==> src/rtl/iface_chan_arbiter_if.sv <==
// Bundle of producer-side and consumer-side signals for the channel arbiter.
// Latency: none (wires only).
// Backpressure: producers see in_ready per channel; the consumer drives out_ready.
interface iface_chan_arbiter_if #(
    parameter int WIDTH = 3,
    parameter int NCHAN = 2,
    parameter int DEPTH = 4
);
    localparam int CW = (NCHAN > 1) ? $clog2(NCHAN) : 1;
    localparam int OW = $clog2(DEPTH + 1);

    logic [NCHAN-1:0]       in_valid;
    logic [NCHAN-1:0]       in_ready;
    logic [NCHAN*WIDTH-1:0] in_item;
    logic                   out_valid;
    logic                   out_ready;
    logic [WIDTH-1:0]       out_item;
    logic [CW-1:0]          out_chan;
    logic [NCHAN*OW-1:0]    occupancy;

    // Environment side: drives producers and the consumer ready.
    modport master (
        output in_valid, in_item, out_ready,
        input  in_ready, out_valid, out_item, out_chan, occupancy
    );

    // Arbiter side.
    modport slave (
        input  in_valid, in_item, out_ready,
        output in_ready, out_valid, out_item, out_chan, occupancy
    );
endinterface

==> src/rtl/iface_chan_arbiter.sv <==
// Per-channel FIFOs merged onto one consumer port with round-robin, stable-grant arbitration.
// Latency: 1 cycle minimum from push edge to out_item (no bypass path).
// Backpressure: in_ready drops when a channel is full; a stalled grant is held until transfer.
module iface_chan_arbiter #(
    parameter int WIDTH = 3,
    parameter int NCHAN = 2,
    parameter int DEPTH = 4,
    localparam int CW = (NCHAN > 1) ? $clog2(NCHAN) : 1,
    localparam int OW = $clog2(DEPTH + 1),
    localparam int PW = $clog2(DEPTH)
) (
    input  logic                 clk,
    input  logic                 reset,
    iface_chan_arbiter_if.slave  bus
);

    // OPEN: grant follows the round-robin scan; HOLD: a stalled grant is frozen.
    typedef enum logic {ST_OPEN, ST_HOLD} state_e;

    state_e            state_q, state_d;
    logic [CW-1:0]     rr_ptr_q, rr_ptr_d;
    logic [CW-1:0]     gnt_q, gnt_d;
    logic [OW-1:0]     occ_q    [NCHAN];
    logic [OW-1:0]     occ_d    [NCHAN];
    logic [PW-1:0]     rd_ptr_q [NCHAN];
    logic [PW-1:0]     rd_ptr_d [NCHAN];
    logic [PW-1:0]     wr_ptr_q [NCHAN];
    logic [PW-1:0]     wr_ptr_d [NCHAN];
    logic [WIDTH-1:0]  mem_q    [NCHAN][DEPTH];

    logic [NCHAN-1:0]  push;
    logic [NCHAN-1:0]  pop;
    logic [NCHAN-1:0]  nonempty;
    logic              any_vld;
    logic [CW-1:0]     scan_gnt;
    logic [CW-1:0]     gnt;

    for (genvar g = 0; g < NCHAN; g++) begin : g_chan
        // in_ready depends only on state and reset, never on valid or out_ready.
        assign bus.in_ready[g]              = !reset && (occ_q[g] != OW'(DEPTH));
        assign push[g]                      = bus.in_valid[g] && bus.in_ready[g];
        assign nonempty[g]                  = (occ_q[g] != '0);
        assign pop[g]                       = any_vld && bus.out_ready && (gnt == CW'(g));
        assign bus.occupancy[g*OW +: OW]    = occ_q[g];
    end

    assign any_vld       = |nonempty;
    assign gnt           = (state_q == ST_HOLD) ? gnt_q : scan_gnt;
    assign bus.out_valid = any_vld;
    assign bus.out_chan  = any_vld ? gnt : '0;
    assign bus.out_item  = any_vld ? mem_q[gnt][rd_ptr_q[gnt]] : '0;

    // Round-robin scan: first non-empty channel starting at rr_ptr, wrapping.
    always_comb begin
        int  idx;
        logic found;
        scan_gnt = '0;
        found    = 1'b0;
        idx      = 0;
        for (int i = 0; i < NCHAN; i++) begin
            idx = int'(rr_ptr_q) + i;
            if (idx >= NCHAN) idx = idx - NCHAN;
            if (!found && nonempty[idx]) begin
                found    = 1'b1;
                scan_gnt = CW'(idx);
            end
        end
    end

    // Next-state: FIFO pointers/occupancy, grant-lock FSM and round-robin pointer.
    always_comb begin
        state_d  = state_q;
        rr_ptr_d = rr_ptr_q;
        gnt_d    = gnt_q;
        for (int i = 0; i < NCHAN; i++) begin
            occ_d[i]    = occ_q[i] + OW'(push[i]) - OW'(pop[i]);
            wr_ptr_d[i] = push[i] ? wr_ptr_q[i] + PW'(1) : wr_ptr_q[i];
            rd_ptr_d[i] = pop[i]  ? rd_ptr_q[i] + PW'(1) : rd_ptr_q[i];
        end
        case (state_q)
            ST_OPEN: begin
                if (any_vld && !bus.out_ready) begin
                    state_d = ST_HOLD;
                    gnt_d   = scan_gnt;
                end
            end
            ST_HOLD: begin
                if (bus.out_ready) state_d = ST_OPEN;
            end
            default: state_d = ST_OPEN;
        endcase
        if (any_vld && bus.out_ready) begin
            rr_ptr_d = (gnt == CW'(NCHAN - 1)) ? '0 : gnt + CW'(1);
        end
    end

    // State register with synchronous reset; discards all buffered items.
    always_ff @(posedge clk) begin
        if (reset) begin
            state_q  <= ST_OPEN;
            rr_ptr_q <= '0;
            gnt_q    <= '0;
            for (int i = 0; i < NCHAN; i++) begin
                occ_q[i]    <= '0;
                rd_ptr_q[i] <= '0;
                wr_ptr_q[i] <= '0;
            end
        end else begin
            state_q  <= state_d;
            rr_ptr_q <= rr_ptr_d;
            gnt_q    <= gnt_d;
            for (int i = 0; i < NCHAN; i++) begin
                occ_q[i]    <= occ_d[i];
                rd_ptr_q[i] <= rd_ptr_d[i];
                wr_ptr_q[i] <= wr_ptr_d[i];
            end
        end
    end

    // FIFO storage write; push is already blocked during reset via in_ready.
    always_ff @(posedge clk) begin
        for (int i = 0; i < NCHAN; i++) begin
            if (push[i]) mem_q[i][wr_ptr_q[i]] <= bus.in_item[i*WIDTH +: WIDTH];
        end
    end

endmodule

==> src/flat_wrapper.sv <==
// flat-port wrapper written by rule: the top's interface ports become plain ports
module iface_chan_arbiter_flat 
#(
    parameter int WIDTH = 3,
    parameter int NCHAN = 2,
    parameter int DEPTH = 4,
    localparam int CW = (NCHAN > 1) ? $clog2(NCHAN) : 1,
    localparam int OW = $clog2(DEPTH + 1),
    localparam int PW = $clog2(DEPTH)
)
  (clk, reset, bus_in_valid, bus_in_item, bus_out_ready, bus_in_ready, bus_out_valid, bus_out_item, bus_out_chan, bus_occupancy);
  iface_chan_arbiter_if #(.WIDTH(WIDTH), .NCHAN(NCHAN), .DEPTH(DEPTH)) bus_i ();
  input  logic clk;
  input  logic reset;
  input wire logic [$bits(bus_i.in_valid)-1:0] bus_in_valid;
  input wire logic [$bits(bus_i.in_item)-1:0] bus_in_item;
  input wire logic [$bits(bus_i.out_ready)-1:0] bus_out_ready;
  output wire logic [$bits(bus_i.in_ready)-1:0] bus_in_ready;
  output wire logic [$bits(bus_i.out_valid)-1:0] bus_out_valid;
  output wire logic [$bits(bus_i.out_item)-1:0] bus_out_item;
  output wire logic [$bits(bus_i.out_chan)-1:0] bus_out_chan;
  output wire logic [$bits(bus_i.occupancy)-1:0] bus_occupancy;
  assign bus_i.in_valid = bus_in_valid;
  assign bus_i.in_item = bus_in_item;
  assign bus_i.out_ready = bus_out_ready;
  assign bus_in_ready = bus_i.in_ready;
  assign bus_out_valid = bus_i.out_valid;
  assign bus_out_item = bus_i.out_item;
  assign bus_out_chan = bus_i.out_chan;
  assign bus_occupancy = bus_i.occupancy;
  iface_chan_arbiter #(.WIDTH(WIDTH), .NCHAN(NCHAN), .DEPTH(DEPTH)) u_core (.clk(clk), .reset(reset), .bus(bus_i));
endmodule
==> config.mk <==
export PLATFORM = sky130hd
export DESIGN_NAME = iface_chan_arbiter_flat
export DESIGN_NICKNAME = d
export VERILOG_FILES = /design/src/rtl/iface_chan_arbiter_if.sv /design/src/rtl/iface_chan_arbiter.sv /design/src/flat_wrapper.sv
export SDC_FILE = /design/constraint.sdc
export NUM_CORES = 1
export LEC_CHECK = 0
export ABC_AREA = 1
export CORE_AREA = 2 2 72 74
export CTS_CLUSTER_DIAMETER = 40
export DETAILED_ROUTE_END_ITERATION = 8
export DIE_AREA = 0 0 74 76
export HOLD_SLACK_MARGIN = 0.06
export PLACE_DENSITY = 0.66
export SYNTH_ARGS = -nofsm -noshare
export SYNTH_HDL_FRONTEND = slang
export SYNTH_SLANG_ARGS = --single-unit
==> constraint.sdc <==
create_clock -name clk -period 2.4 [get_ports clk]
set_input_delay 0.48 -clock clk [delete_from_list [all_inputs] [get_ports clk]]
set_output_delay 0.48 -clock clk [all_outputs]
set_load 0.1 [all_outputs]
==> flow_summary.json, run 1 <==
{
  "cts_tree": "yes",
  "violations": "negative setup slack",
  "regToRegEndpoint": "u_core.occ_q[0][2]$_SDFF_PP0_",
  "ys_async_sr_fraction": 0,
  "cts_hold_buf": 0,
  "drive_gt1_frac": 0.3844,
  "avgSynthCellArea_um2": 8.831,
  "synthCells": 240,
  "synthFlopType": "edfxtp_1",
  "critPathLaunchType": "flop",
  "synth-edff-count": 24,
  "initial_core_util": 0.4315,
  "grt_use_total": 0.1712,
  "max_freq_mhz": 410.5,
  "die_area_mm2": 0.005624,
  "rsz0062_at_grt": "yes",
  "reg2reg_setup_slack_ps": 70,
  "outcome": "finished, violations left",
  "fin_skew_ps": 6.858,
  "cp.required_ps": 1920,
  "clockBufferDepth": 2,
  "clock_latency_ps": 290,
  "final_cell_count_no_fill": 364,
  "root_buffer": "clkbuf_8",
  "ys.warnings.count": 0,
  "detailed_place_hpwl_mm": 3.105,
  "placementRows": 26,
  "chipHeight_um": 76,
  "seq_area_frac_synth": 0.5006,
  "gr-total-overflow": 0,
  "synth-seq-cells": 41,
  "drv_cap": 0,
  "drc": 0,
  "fin_crit_sh": 1.015,
  "slew_violations": 0,
  "worstPathArrival_ps": 1960,
  "timing.final.ws_setup_ps": -36.32,
  "fillers": 403,
  "final_cell_mix": "inv_1 (43), nand2_1 (35), buf_4 (26), edfxtp_1 (24), nand2_2 (18)",
  "endpoint_kind": "output port",
  "cts_num_sinks": 41,
  "period_needed_ps": 2436,
  "gp_congestion": 0.8321,
  "final_hold_viol_count": 0,
  "fp.coreArea_mm2": 0.004912,
  "diodes": 0,
  "hold_path_class": "reg -> reg",
  "slew_headroom": 0.7539,
  "antenna_found_initial": 0,
  "critPathMaxFanout": 8,
  "reg2regPathDepth": 15,
  "vias": 1679,
  "path_clk_slew_ps": 70,
  "setup_viol": 2,
  "wl_mm": 4.614,
  "drt_pass1_iterations": 4,
  "finalNetCount": 318,
  "synth_cell_types": 30,
  "first_global_vias": 1640,
  "drt_iter0_markers": 103,
  "htree_levels": 2,
  "drt.antenna.violating_nets": 0,
  "ioPinCount": 24,
  "worstHoldStart": "u_core.rd_ptr_q[1][1]$_SDFFE_PP0P_",
  "port_buffers": 23,
  "area_growth_pct": 44.92,
  "top_usage_layer": "met2",
  "fp.dieW_um": 74,
  "grtUsageMet3": 0.03968,
  "syn_nets": 265,
  "post_drt_wl_per_cell_um": 12.68,
  "grtUsageMet2": 0.2643,
  "dp_cells": 340,
  "numCtsBuffers": 5,
  "holdPathEnd": "u_core.rd_ptr_q[1][1]$_SDFFE_PP0P_",
  "grt_pass1_wl_mm": 7.424,
  "grt.met1_usage": 0.2302,
  "worst_pin_slew_ps": 368.0,
  "rr_startpoint": "u_core.occ_q[0][0]$_SDFF_PP0_",
  "hold_path_depth": 2,
  "path_class": "reg -> out",
  "syn_area_mm2": 0.002120,
  "grt_max_degree": 14,
  "via_per_inst": 4.613,
  "mostFrequentLayoutCell": "inv_1"
}
flip-flops by register name, indices dropped and copies added, names as in the netlist:
| name | cells |
|---|---|
| u_core.rd_ptr_q | 4 |
| u_core.state_q | 1 |
| u_core.mem_q | 24 |
| u_core.rr_ptr_q | 1 |
| u_core.wr_ptr_q | 4 |
| u_core.occ_q | 6 |
| u_core.gnt_q | 1 |
worst max-delay path by stage:
stage	start	endpoint	slack (ps)	cells past startpoint
finish	u_core.occ_q[0][0]$_SDFF_PP0_	bus_out_item[1]	-40	11
global route	u_core.occ_q[0][0]$_SDFF_PP0_	bus_out_item[1]	-150	11
CTS	u_core.occ_q[0][1]$_SDFF_PP0_	bus_out_item[2]	0.5	13
detailed placement	bus_out_ready	u_core.occ_q[0][2]$_SDFF_PP0_	-80	11
global placement	bus_out_ready	u_core.occ_q[0][2]$_SDFF_PP0_	-10	11
floorplan	u_core.occ_q[0][0]$_SDFF_PP0_	u_core.occ_q[0][2]$_SDFF_PP0_	-100	15
logic make-up after synthesis:
| group | count (synthesis) | share of synthesized area |
|---|---|---|
| XOR/XNOR | 2 | 0.008266 |
| buffers and inverters | 53 | 0.1045 |
| adder cells (fa/ha/maj) | 14 | 0.08973 |
| AO/OA/AOI/OAI | 25 | 0.06493 |
| flip-flops | 41 | 0.5006 |
| AND/OR/NAND/NOR | 105 | 0.2320 |
cells in the mapped netlist (3+ instances only):
master,count,area share
nand2_1,54,0.096
dfxtp_1,17,0.16
a21oi_1,12,0.028
nand2_2,6,0.018
nand3_1,7,0.017
o21ai_0,7,0.017
ha_1,12,0.071
nand3b_1,3,0.011
edfxtp_1,24,0.34
nor2_1,25,0.044
inv_1,47,0.083
critical path, stage by stage, from the launching register on:
cell	delay [ps]
dfxtp_4	360
nor2_4	130
nand2_4	80
nand2_4	80
nand3_4	110
buf_6	160
nand3_4	70
nand2_4	90
nor2_1	230
nor2_4	70
nor2_4	100
buf_12	180
repair_timing:
item | 4_1_cts | 5_1_grt
pin swaps | 11 | 24
setup buffers | 10 | 5
setup endpoints to repair | 3 | 7
cloned | 1 | 1
gates resized for setup | 17 | 30
area by class of cell:
type                            count  area, um^2  area share
Multi-Input combinational cell    146        1065      0.3466
Clock buffer                        6       72.57     0.02363
Tap cell                           70       87.58     0.02851
Sequential cell                    41        1084      0.3527
Clock inverter                      2       35.03     0.01141
Timing Repair Buffer               49       520.5      0.1694
Inverter                           50       207.7     0.06762
metal layers:
| metal | vias up | wire length [um] | share of wire |
|---|---|---|---|
| met1 | 777 | 1962 | 0.43 |
| li1 | 856 | - | - |
| met2 | 33 | 2314 | 0.50 |
| met4 | 0 | 138 | 0.030 |
| met3 | 13 | 199 | 0.043 |
| met5 | - | 0 | 0 |
metrics by stage:
| step | hold WS, ps | TNS [ps] | setup slack, ps | utilization | cell area, um^2 |
|---|---|---|---|---|---|
| 2_1_floorplan | 456.7 | -512.8 | -95.28 | - | 2241 |
| 3_3_place_gp | 470.8 | -12.56 | -12.56 | 0.5385 | 2645 |
| 3_5_place_dp | 477.0 | -76.32 | -76.32 | 0.5385 | 2645 |
| 4_1_cts | 490.4 | 0 | 0.5378 | 0.5935 | 2915 |
| 5_1_grt | 552.1 | -464.9 | -146.2 | 0.6253 | 3072 |
| 6_report | 511.1 | -59.68 | -36.32 | 0.6253 | 3072 |
Power of run 1 is not shown: default switching activity piles up to over one toggle a cycle in this logic, so the estimate is an artifact.
==> inputs of run 2 (changes only) <==
Settings changed: GPL_TIMING_DRIVEN set to 0.
==> run 2 against run 1 <==
Effect of this change: the run still ends with negative setup slack left; flip-flop and latch count did not move; register-to-register slack got worse by 50 ps; sequential share of layout area rose by 0.44 points; fmax barely moved; clock skew rose by 5.3 ps; non-clock buffer count fell by 5; core utilization fell by 0.76 points.
==> flow_summary.json, run 2 (synthesized netlist as in run 1, its figures left out) <==
{
  "fin_crit_sh": 1.015,
  "diodes": 0,
  "placementRows": 26,
  "endpoint_kind": "output port",
  "path_clk_slew_ps": 70,
  "worstPathArrival_ps": 1960,
  "cts_tree": "yes",
  "first_global_vias": 1459,
  "multiInputGateArea_mm2": 0.001097,
  "rsz0062_at_grt": "yes",
  "setup_viol": 3,
  "period_needed_ps": 2435,
  "path_class": "reg -> out",
  "gp_congestion": 0.7866,
  "die_area_mm2": 0.005624,
  "worst_pin_slew_ps": 979.0,
  "critPathLaunchType": "flop",
  "via_per_inst": 4.546,
  "area_growth_pct": 43.15,
  "clockBufferDepth": 2,
  "fillers": 410,
  "outcome": "finished, violations left",
  "drv_cap": 0,
  "critPathMaxFanout": 5,
  "max_freq_mhz": 410.6,
  "wl_mm": 4.316,
  "regArea_mm2": 0.001084,
  "ioPinCount": 24,
  "timing.final.ws_setup_ps": -35.36,
  "cts_num_sinks": 41,
  "finalNetCount": 313,
  "cp.required_ps": 1920,
  "vias": 1632,
  "fp.coreArea_mm2": 0.004912,
  "mostFrequentLayoutCell": "inv_1",
  "drc": 0,
  "final_hold_viol_count": 0,
  "post_drt_wl_per_cell_um": 12.02,
  "clock_latency_ps": 290,
  "hold_path_class": "reg -> reg",
  "fin_setup_tns_ps": -48.79,
  "largest_reg_flops": 24,
  "numCtsBuffers": 5,
  "chipHeight_um": 76,
  "detailed_place_hpwl_mm": 2.965,
  "drive_gt1_frac": 0.3564,
  "final_cell_mix": "inv_1 (42), nand2_1 (32), edfxtp_1 (24), nand2_2 (19), nor2_1 (17)",
  "grt_use_total": 0.1607,
  "htree_levels": 2,
  "drt_iter0_markers": 93,
  "violations": "negative setup slack",
  "slew_headroom": 0.3463,
  "antenna_found_initial": 0,
  "port_buffers": 23,
  "grt_max_degree": 14,
  "gr-total-overflow": 0,
  "fin_skew_ps": 12.12,
  "initial_core_util": 0.4315,
  "drt_pass1_iterations": 4,
  "root_buffer": "clkbuf_8",
  "slew_violations": 0,
  "grt_pass1_wl_mm": 6.906,
  "drt.antenna.violating_nets": 0,
  "fp.dieW_um": 74
}
==> run 2: cell count changes in the layout (fill, tap and decap cells not counted), moves of 2 or more <==
cell             delta
nand2_1             -3
dlymetal6s2s_1      +2
buf_4              -10
clkdlybuf4s15_2     +2
clkdlybuf4s50_1     +4
buf_12              -2
buf_6               -2
==> run 2: layer usage <==
metal | GRT usage | share of wire | vias to the layer above
met5 | 0 | 0 | -
met4 | 0.05455 | 0.019 | 0
met3 | 0.03968 | 0.045 | 8
met2 | 0.2313 | 0.48 | 40
met1 | 0.2354 | 0.46 | 738
li1 | - | - | 846
==> run 2: final timing paths <==
| kind | from | end | slack, ps | cells after the start |
|---|---|---|---|---|
| worst max-delay path | u_core.occ_q[0][0]$_SDFF_PP0_ | bus_out_item[2] | -40 | 13 |
| worst min-delay path | u_core.rd_ptr_q[1][1]$_SDFFE_PP0P_ | u_core.rd_ptr_q[1][1]$_SDFFE_PP0P_ | 490 | 2 |
| worst max register to register | u_core.occ_q[0][0]$_SDFF_PP0_ | u_core.occ_q[0][2]$_SDFF_PP0_ | 20 | 15 |
| worst min register to register | u_core.rd_ptr_q[1][1]$_SDFFE_PP0P_ | u_core.rd_ptr_q[1][1]$_SDFFE_PP0P_ | 490 | 2 |
==> run 2: final cells by class <==
class                           count  share of cell area
Tap cell                           70             0.02887
Inverter                           50             0.06928
Timing Repair Buffer               41              0.1361
Buffer                              3             0.01155
Multi-Input combinational cell    146              0.3616
Clock buffer                        6             0.02392
Clock inverter                      2             0.01155
Sequential cell                    41              0.3571
==> run 2: what timing repair did <==
item / in CTS / in global routing
cloned: 1 / 0
endpoints found under the hold margin: 0 / 0
pin swaps: 9 / 25
hold buffers: 0 / 0
buffers inserted: 13 / 5
setup endpoints to repair: 11 / 10
gates resized for setup: 49 / 43
==> run 2: per-stage QoR <==
step	setup WS (ps)	instance area [um^2]	hold slack (ps)	std cells	utilization
floorplan	-95.28	2241	456.7	240	-
global placement	-728.2	2559	471.4	333	0.5209
detailed placement	-754.6	2559	478.1	333	0.5209
CTS	3.462	2845	490.4	355	0.5792
global route	-128.8	3034	502.4	359	0.6177
finish	-35.36	3034	488.1	359	0.6177
==> run 2: critical path, cell delays in order, from the launching register on <==
cell and delay [ps]:
dfxtp_4 360, nor2_4 130, nand2_4 70, nand2_4 60, nand3_4 120, nand2_8 120, buf_12 130, nand2_2 60
o21ai_4 80, inv_2 80, nand2_2 80, nor2_4 50, nor2_4 130, buf_12 180
Power of run 2 is left out for the same reason.
